$ cat src/rtl/ip_ascii8_psram_bridge_if.sv
`default_nettype none
// ============================================================================
// Module   : ip_ascii8_psram_bridge_bus_if / ip_ascii8_psram_bridge_psram_if
// Brief    : MSX bus-decoder side and PSRAM-channel side of the ASCII8 bridge
// Revision : 1.0 - initial release
// ============================================================================

interface ip_ascii8_psram_bridge_bus_if;
    logic [15:0] bus_address;
    logic        bus_memory;
    logic        bus_read;
    logic        bus_write;
    logic [7:0]  bus_write_data;
    logic [7:0]  bus_read_data;
    logic        bus_read_ready;
    logic        n_wait;

    // master = bus decoder, slave = bridge
    modport master (
        output bus_address, bus_memory, bus_read, bus_write, bus_write_data,
        input  bus_read_data, bus_read_ready, n_wait
    );
    modport slave (
        input  bus_address, bus_memory, bus_read, bus_write, bus_write_data,
        output bus_read_data, bus_read_ready, n_wait
    );
endinterface

interface ip_ascii8_psram_bridge_psram_if;
    logic        psram_rd;
    logic        psram_wr;
    logic        psram_busy;
    logic [23:0] psram_address;
    logic [7:0]  psram_wdata;
    logic [7:0]  psram_rdata;
    logic        psram_rdata_en;

    // master = bridge, slave = PSRAM controller channel
    modport master (
        output psram_rd, psram_wr, psram_address, psram_wdata,
        input  psram_busy, psram_rdata, psram_rdata_en
    );
    modport slave (
        input  psram_rd, psram_wr, psram_address, psram_wdata,
        output psram_busy, psram_rdata, psram_rdata_en
    );
endinterface

`default_nettype wire

$ cat src/rtl/ip_ascii8_psram_bridge.sv
`default_nettype none
// ============================================================================
// Module   : ip_ascii8_psram_bridge
// Brief    : ASCII8 MegaROM mapper translating MSX bus cycles into PSRAM
//            single-byte requests, holding the CPU with n_wait meanwhile.
// Revision : 1.0 - initial release
// ============================================================================

module ip_ascii8_psram_bridge #(
    parameter logic [23:0] BASE_ADDR    = 24'h000000,
    parameter bit          RAM_WRITE_EN = 1'b0,
    parameter int unsigned TIMEOUT      = 255
) (
    input wire logic                       clk,
    input wire logic                       n_reset,
    ip_ascii8_psram_bridge_bus_if.slave    bus,
    ip_ascii8_psram_bridge_psram_if.master psram
);
    localparam logic [1:0] c_st_idle  = 2'd0;
    localparam logic [1:0] c_st_issue = 2'd1;
    localparam logic [1:0] c_st_wait  = 2'd2;
    localparam logic [7:0] c_timeout  = 8'(TIMEOUT);

    logic [1:0]  r_state;
    logic [1:0]  w_next;
    logic [7:0]  r_bank [4];
    logic        r_is_read;
    logic [23:0] r_psram_address;
    logic [7:0]  r_psram_wdata;
    logic        r_psram_rd;
    logic        r_psram_wr;
    logic [7:0]  r_timer;
    logic [7:0]  r_read_data;
    logic        r_read_ready;

    logic        w_accept, w_is_rd, w_is_wr, w_mapped, w_regwin;
    logic        w_start, w_reg_upd, w_timeout, w_done;
    logic [1:0]  w_page;
    logic [23:0] w_map_addr;
    logic        w_n_wait, w_issue_rd, w_issue_wr;

    // Pages 4000h-BFFFh have A15 != A14; page index wraps so 4000h maps to bank0.
    assign w_accept   = (r_state == c_st_idle) && bus.bus_memory;
    assign w_is_rd    = bus.bus_read;
    assign w_is_wr    = bus.bus_write && !bus.bus_read;
    assign w_mapped   = bus.bus_address[15] ^ bus.bus_address[14];
    assign w_regwin   = (bus.bus_address[15:13] == 3'b011);
    assign w_page     = bus.bus_address[14:13] - 2'd2;
    assign w_map_addr = BASE_ADDR + {3'b000, r_bank[w_page], bus.bus_address[12:0]};
    assign w_start    = w_accept && w_mapped &&
                        (w_is_rd || (w_is_wr && !w_regwin && RAM_WRITE_EN));
    assign w_reg_upd  = w_accept && w_is_wr && w_regwin;

    // Write completion skips the request cycle and the following one, since
    // the controller may raise busy one cycle late.
    assign w_timeout  = (r_timer == c_timeout);
    assign w_done     = r_is_read ? psram.psram_rdata_en
                                  : ((r_timer >= 8'd2) && !psram.psram_busy);

    always_ff @(posedge clk or negedge n_reset) begin
        if (!n_reset) begin
            r_state <= c_st_idle;
        end else begin
            r_state <= w_next;
        end
    end

    always_comb begin
        w_next = r_state;
        case (r_state)
            c_st_idle:  if (w_start)              w_next = c_st_issue;
            c_st_issue: if (!psram.psram_busy)    w_next = c_st_wait;
            c_st_wait:  if (w_done || w_timeout)  w_next = c_st_idle;
            default:                              w_next = c_st_idle;
        endcase
    end

    always_comb begin
        w_n_wait   = 1'b1;
        w_issue_rd = 1'b0;
        w_issue_wr = 1'b0;
        case (r_state)
            c_st_issue: begin
                w_n_wait   = 1'b0;
                w_issue_rd = !psram.psram_busy && r_is_read;
                w_issue_wr = !psram.psram_busy && !r_is_read;
            end
            c_st_wait:  w_n_wait = 1'b0;
            default:    w_n_wait = 1'b1;
        endcase
    end

    always_ff @(posedge clk or negedge n_reset) begin
        if (!n_reset) begin
            r_bank[0]       <= 8'd0;
            r_bank[1]       <= 8'd1;
            r_bank[2]       <= 8'd2;
            r_bank[3]       <= 8'd3;
            r_is_read       <= 1'b0;
            r_psram_address <= 24'd0;
            r_psram_wdata   <= 8'd0;
            r_psram_rd      <= 1'b0;
            r_psram_wr      <= 1'b0;
            r_timer         <= 8'd0;
            r_read_data     <= 8'hFF;
            r_read_ready    <= 1'b0;
        end else begin
            r_psram_rd   <= w_issue_rd;
            r_psram_wr   <= w_issue_wr;
            r_read_ready <= 1'b0;
            if (w_reg_upd) begin
                r_bank[bus.bus_address[12:11]] <= bus.bus_write_data;
            end
            if (w_start) begin
                r_is_read       <= w_is_rd;
                r_psram_address <= w_map_addr;
                if (w_is_wr) begin
                    r_psram_wdata <= bus.bus_write_data;
                end
            end
            if (r_state != c_st_wait) begin
                r_timer <= 8'd0;
            end else if (!w_timeout) begin
                r_timer <= r_timer + 8'd1;
            end
            if ((r_state == c_st_wait) && r_is_read) begin
                if (psram.psram_rdata_en) begin
                    r_read_data  <= psram.psram_rdata;
                    r_read_ready <= 1'b1;
                end else if (w_timeout) begin
                    r_read_data  <= 8'hFF;
                    r_read_ready <= 1'b1;
                end
            end
        end
    end

    assign bus.n_wait           = w_n_wait;
    assign bus.bus_read_data    = r_read_data;
    assign bus.bus_read_ready   = r_read_ready;
    assign psram.psram_rd       = r_psram_rd;
    assign psram.psram_wr       = r_psram_wr;
    assign psram.psram_address  = r_psram_address;
    assign psram.psram_wdata    = r_psram_wdata;

endmodule

`default_nettype wire

$ cat src/flat_wrapper.sv
// flat-port wrapper written by rule: the top's interface ports become plain ports
module ip_ascii8_psram_bridge_flat 
#(
    parameter logic [23:0] BASE_ADDR    = 24'h000000,
    parameter bit          RAM_WRITE_EN = 1'b0,
    parameter int unsigned TIMEOUT      = 255
)
  (clk, n_reset, bus_bus_address, bus_bus_memory, bus_bus_read, bus_bus_write, bus_bus_write_data, bus_bus_read_data, bus_bus_read_ready, bus_n_wait, psram_psram_rd, psram_psram_wr, psram_psram_address, psram_psram_wdata, psram_psram_busy, psram_psram_rdata, psram_psram_rdata_en);
  ip_ascii8_psram_bridge_bus_if bus_i ();
  ip_ascii8_psram_bridge_psram_if psram_i ();
  input wire logic clk;
  input wire logic n_reset;
  input wire logic [$bits(bus_i.bus_address)-1:0] bus_bus_address;
  input wire logic [$bits(bus_i.bus_memory)-1:0] bus_bus_memory;
  input wire logic [$bits(bus_i.bus_read)-1:0] bus_bus_read;
  input wire logic [$bits(bus_i.bus_write)-1:0] bus_bus_write;
  input wire logic [$bits(bus_i.bus_write_data)-1:0] bus_bus_write_data;
  output wire logic [$bits(bus_i.bus_read_data)-1:0] bus_bus_read_data;
  output wire logic [$bits(bus_i.bus_read_ready)-1:0] bus_bus_read_ready;
  output wire logic [$bits(bus_i.n_wait)-1:0] bus_n_wait;
  output wire logic [$bits(psram_i.psram_rd)-1:0] psram_psram_rd;
  output wire logic [$bits(psram_i.psram_wr)-1:0] psram_psram_wr;
  output wire logic [$bits(psram_i.psram_address)-1:0] psram_psram_address;
  output wire logic [$bits(psram_i.psram_wdata)-1:0] psram_psram_wdata;
  input wire logic [$bits(psram_i.psram_busy)-1:0] psram_psram_busy;
  input wire logic [$bits(psram_i.psram_rdata)-1:0] psram_psram_rdata;
  input wire logic [$bits(psram_i.psram_rdata_en)-1:0] psram_psram_rdata_en;
  assign bus_i.bus_address = bus_bus_address;
  assign bus_i.bus_memory = bus_bus_memory;
  assign bus_i.bus_read = bus_bus_read;
  assign bus_i.bus_write = bus_bus_write;
  assign bus_i.bus_write_data = bus_bus_write_data;
  assign bus_bus_read_data = bus_i.bus_read_data;
  assign bus_bus_read_ready = bus_i.bus_read_ready;
  assign bus_n_wait = bus_i.n_wait;
  assign psram_psram_rd = psram_i.psram_rd;
  assign psram_psram_wr = psram_i.psram_wr;
  assign psram_psram_address = psram_i.psram_address;
  assign psram_psram_wdata = psram_i.psram_wdata;
  assign psram_i.psram_busy = psram_psram_busy;
  assign psram_i.psram_rdata = psram_psram_rdata;
  assign psram_i.psram_rdata_en = psram_psram_rdata_en;
  ip_ascii8_psram_bridge #(.BASE_ADDR(BASE_ADDR), .RAM_WRITE_EN(RAM_WRITE_EN), .TIMEOUT(TIMEOUT)) u_core (.clk(clk), .n_reset(n_reset), .bus(bus_i), .psram(psram_i));
endmodule
$ cat config.mk
export PLATFORM = sky130hd
export DESIGN_NAME = ip_ascii8_psram_bridge_flat
export DESIGN_NICKNAME = d
export VERILOG_FILES = /design/src/rtl/ip_ascii8_psram_bridge_if.sv /design/src/rtl/ip_ascii8_psram_bridge.sv /design/src/flat_wrapper.sv
export SDC_FILE = /design/constraint.sdc
export NUM_CORES = 1
export LEC_CHECK = 0
export BUFFER_PORTS_ARGS = -buffer_cell sky130_fd_sc_hd__buf_2
export CAP_MARGIN = 10
export CORE_MARGIN = 10
export CORE_UTILIZATION = 33
export DETAILED_ROUTE_END_ITERATION = 12
export GPL_ROUTABILITY_DRIVEN = 0
export PLACE_DENSITY_LB_ADDON = 0.15
export SLEW_MARGIN = 20
export SYNTH_ARGS = -nofsm -noshare
export SYNTH_HDL_FRONTEND = slang
export SYNTH_SLANG_ARGS = --single-unit
$ cat constraint.sdc
create_clock -name clk -period 3.1 [get_ports clk]
set_clock_uncertainty 0.1 [all_clocks]
set_input_delay 0.155 -clock clk [delete_from_list [all_inputs] [get_ports clk]]
set_output_delay 0.155 -clock clk [all_outputs]
set_load 0.01 [all_outputs]
==> results.toml <==
[setup_path]
critPathArrivalTime_ns = 2.44
crit_family = "simple AND/OR/NAND/NOR gates"
crit_slowest_cell = "nor3b_4"
r2r_setup_slack_ns = 0.79
worstPathCellList = "inv_1 -> ha_1 -> nand2_1 -> or3_1 -> nor3b_4 -> mux2_2"
reg2reg_depth = 6
startpoint_type = "flip-flop"
critical_path_buf_inv_count = 1
crit_type = "flip-flop to flip-flop"
r2r-start = "u_core.r_state[0]"
worstReg2RegEnd = "u_core.r_bank[17]"
end_kind = "flip-flop"
required_ns = 3.24
cpPeakStageDelay_ns = 0.50
crit_path_max_fanout = 8

[logic_synthesis]
yosys_warnings = 0
ys_seq_area_share_pct = 58.98
synth_top_flop_cell = "dfrtp_1"
syn-instance-count = 236
synth_seq_cells = 83
syn-cell-area_mm2 = 0.003547
async_flop_share_pct = 100.0
synth_edf_count = 0
avgSynthCellArea_um2 = 15.03
synth_cell_types = 41

[clocking]
clk_pin_slew_worst_paths_ns = 0.08
cts_tree = "yes"
clock_path_buffers = 2
cts_setup_buffers = 0
cts_buffers = 9
htreeDepth = 3
clk-insertion-delay-late_ns = 0.35
cts.sinks = 83
cts_root_buffer = "clkbuf_8"
cts_resized = 0

[layout]
register_area_mm2 = 0.002092
nets = 387
final_cell_mix = "buf_2 (78), dfrtp_1 (71), mux2_2 (55)"
area_growth_pct = 28.32
num_antenna_cells = 0
multi_input_area_mm2 = 0.001355
fin_area_mm2 = 0.004552
drive_gt1_share_pct = 49.86
fin_cells = 483
layout_commonest_cell = "buf_2"
fillers = 969

[global_routing]
grt_pass1_wl_mm = 12.53
antenna_found_initial = 0
grt_pass1_vias = 2381
grt_use_total_pct = 10.58
grt_start_max_net_pins = 81
grt-ovfl-total = 0

[route]
vias = 2268
drt-total-wl_mm = 7.750
wire_per_inst_um = 16.05
antenna_left = 0
drt_iter0_markers = 192
route.detailed.drc = 0
vias_per_cell = 4.696
firstDrtPassIters = 4

[run_status]
status = "finished, final reports clean"

[sta]
period_needed_ns = 2.305
finalHoldViolCount = 0
worstMarginPinSlew_ns = 0.7263
rsz0062_at_grt = "false"
maxSlewViolCount = 0
period_share_pct = 74.36
worst_slack_ns = 0.7947
setup-tns-final_ns = 0
timing.fmax_mhz = 433.8
setup_viol_count_final = 0
slew_headroom_pct = 51.58

[worst_hold_path]
hp-class = "primary input to flip-flop"
min_delay_path_depth = 2
hp-start = "bus_bus_address[11]"
hold_end = "u_core.psram.psram_address[11]"

[die]
coreArea_mm2 = 0.01042
die_w_um = 123.7
rows = 37
initial_core_util_pct = 34.05
dieArea_mm2 = 0.01530
die_h_um = 123.7
io_pins = 83

[placement]
dpl.cell_count = 438
placement.cell_area_mm2 = 0.004061
io_buffers = 79
post-place-ws_ns = 0.7772
dp_hpwl_mm = 5.374

[power_and_ir_drop]
ir_drop_v = 0.0003029
power_leakage_nw = 2.227
clockPowerShare_pct = 25.6
power.density_mw_per_mm2 = 659.1
p_int_mw = 2.143
switching_share_pct = 28.57
p_seq_share_pct = 48.2
power_switching_mw = 0.8572
comb_power_share_pct = 26.1

[run]
cap_viol_max_count = 0
[registers in the layout (all words and copies together), names as in the netlist]
name                        count
u_core.r_state                  2
u_core.bus.bus_read_data        8
u_core.r_bank                  32
u_core.psram.psram_address     21
u_core.psram.psram_wdata        8
u_core.psram.psram_rd           1
u_core.r_timer                  8
u_core.psram.psram_wr           1
u_core.bus.bus_read_ready       1
u_core.r_is_read                1
[Yosys cell counts (3+ instances only)]
library cell	number	area, um2
mux4_2	4	90.09
o21ai_0	3	15.01
dfstp_2	12	315.3
clkbuf_1	9	33.78
buf_2	3	15.01
o22a_1	8	70.07
inv_1	5	18.77
ha_1	6	75.07
mux2_2	55	619.3
mux4_1	4	105.1
nand2_1	5	18.77
dfrtp_1	71	1777
buf_4	3	22.52
xor2_1	3	26.28
nand3_1	3	15.01
nor2_1	7	26.28
[worst max-delay path by stage]
stage                       from                end  depth (start not counted)
6_report       u_core.r_state[0]  u_core.r_bank[17]                          6
5_1_grt        u_core.r_state[0]  u_core.r_bank[17]                          6
4_1_cts        u_core.r_state[0]  u_core.r_bank[15]                          6
3_5_place_dp   u_core.r_state[0]   u_core.r_bank[8]                          6
3_3_place_gp   u_core.r_state[0]  u_core.r_bank[20]                          6
2_1_floorplan  u_core.r_state[0]  u_core.r_bank[10]                          7
[repair_timing]
item | CTS | global route
hold buffers | 29 | 0
endpoints found under the setup margin | 0 | 0
hold endpoints to repair | 124 | 0
[kinds of logic (layout without fill, tap and decap cells)]
| family | Yosys count | count (layout) | synth area share, % |
|---|---|---|---|
| other | 1 | 3 | 0.1057 |
| AOI/OAI and AO/OA | 20 | 20 | 4.339 |
| DFF | 83 | 83 | 58.98 |
| and+or+nand+nor | 35 | 35 | 6.808 |
| buffers and inverters | 22 | 131 | 3.174 |
| muxes | 64 | 64 | 23.25 |
| adders and majority gates | 6 | 6 | 2.116 |
| xor gates and xnor gates | 5 | 5 | 1.235 |
[stage by stage]
stage / hold WS [ns] / utilization [%] / power, mW
after global routing: 0.05976 / 43.70 / 3.202
after detailed placement: 0.2578 / 38.99 / 2.242
final: 0.08026 / 43.70 / 3.000
after global placement: 0.2598 / 38.99 / 2.228
after floorplan: -0.2406 / - / 1.912
after CTS: 0.06198 / 43.66 / 3.062
[power by group through the flow]
stage / logic [mW] / clock network (mW) / registers (mW)
final: 0.784 / 0.769 / 1.45
after global routing: 0.868 / 0.856 / 1.48
after CTS: 0.805 / 0.810 / 1.45
after detailed placement: 0.773 / 0 / 1.47
after global placement: 0.768 / 0 / 1.46
after floorplan: 0.372 / 0 / 1.54
[per-layer routing]
layer | GRT usage (%) | wire [um] | up-vias
li1 | - | - | 1056
met1 | 13.69 | 3288 | 1141
met2 | 15.63 | 3702 | 63
met3 | 4.299 | 669 | 8
met4 | 3.785 | 90 | 0
met5 | 0 | 0 | -
[layout make-up]
cell class,instances,area share [%]
flip-flops and latches,83,45.96
well taps,136,3.738
inverters,5,0.4123
clock buffers,12,3.189
multi-input cells,133,29.77
clock inverters,4,1.127
repair buffers,110,15.81
No activity file was read; power rests on OpenSTA's default activity.
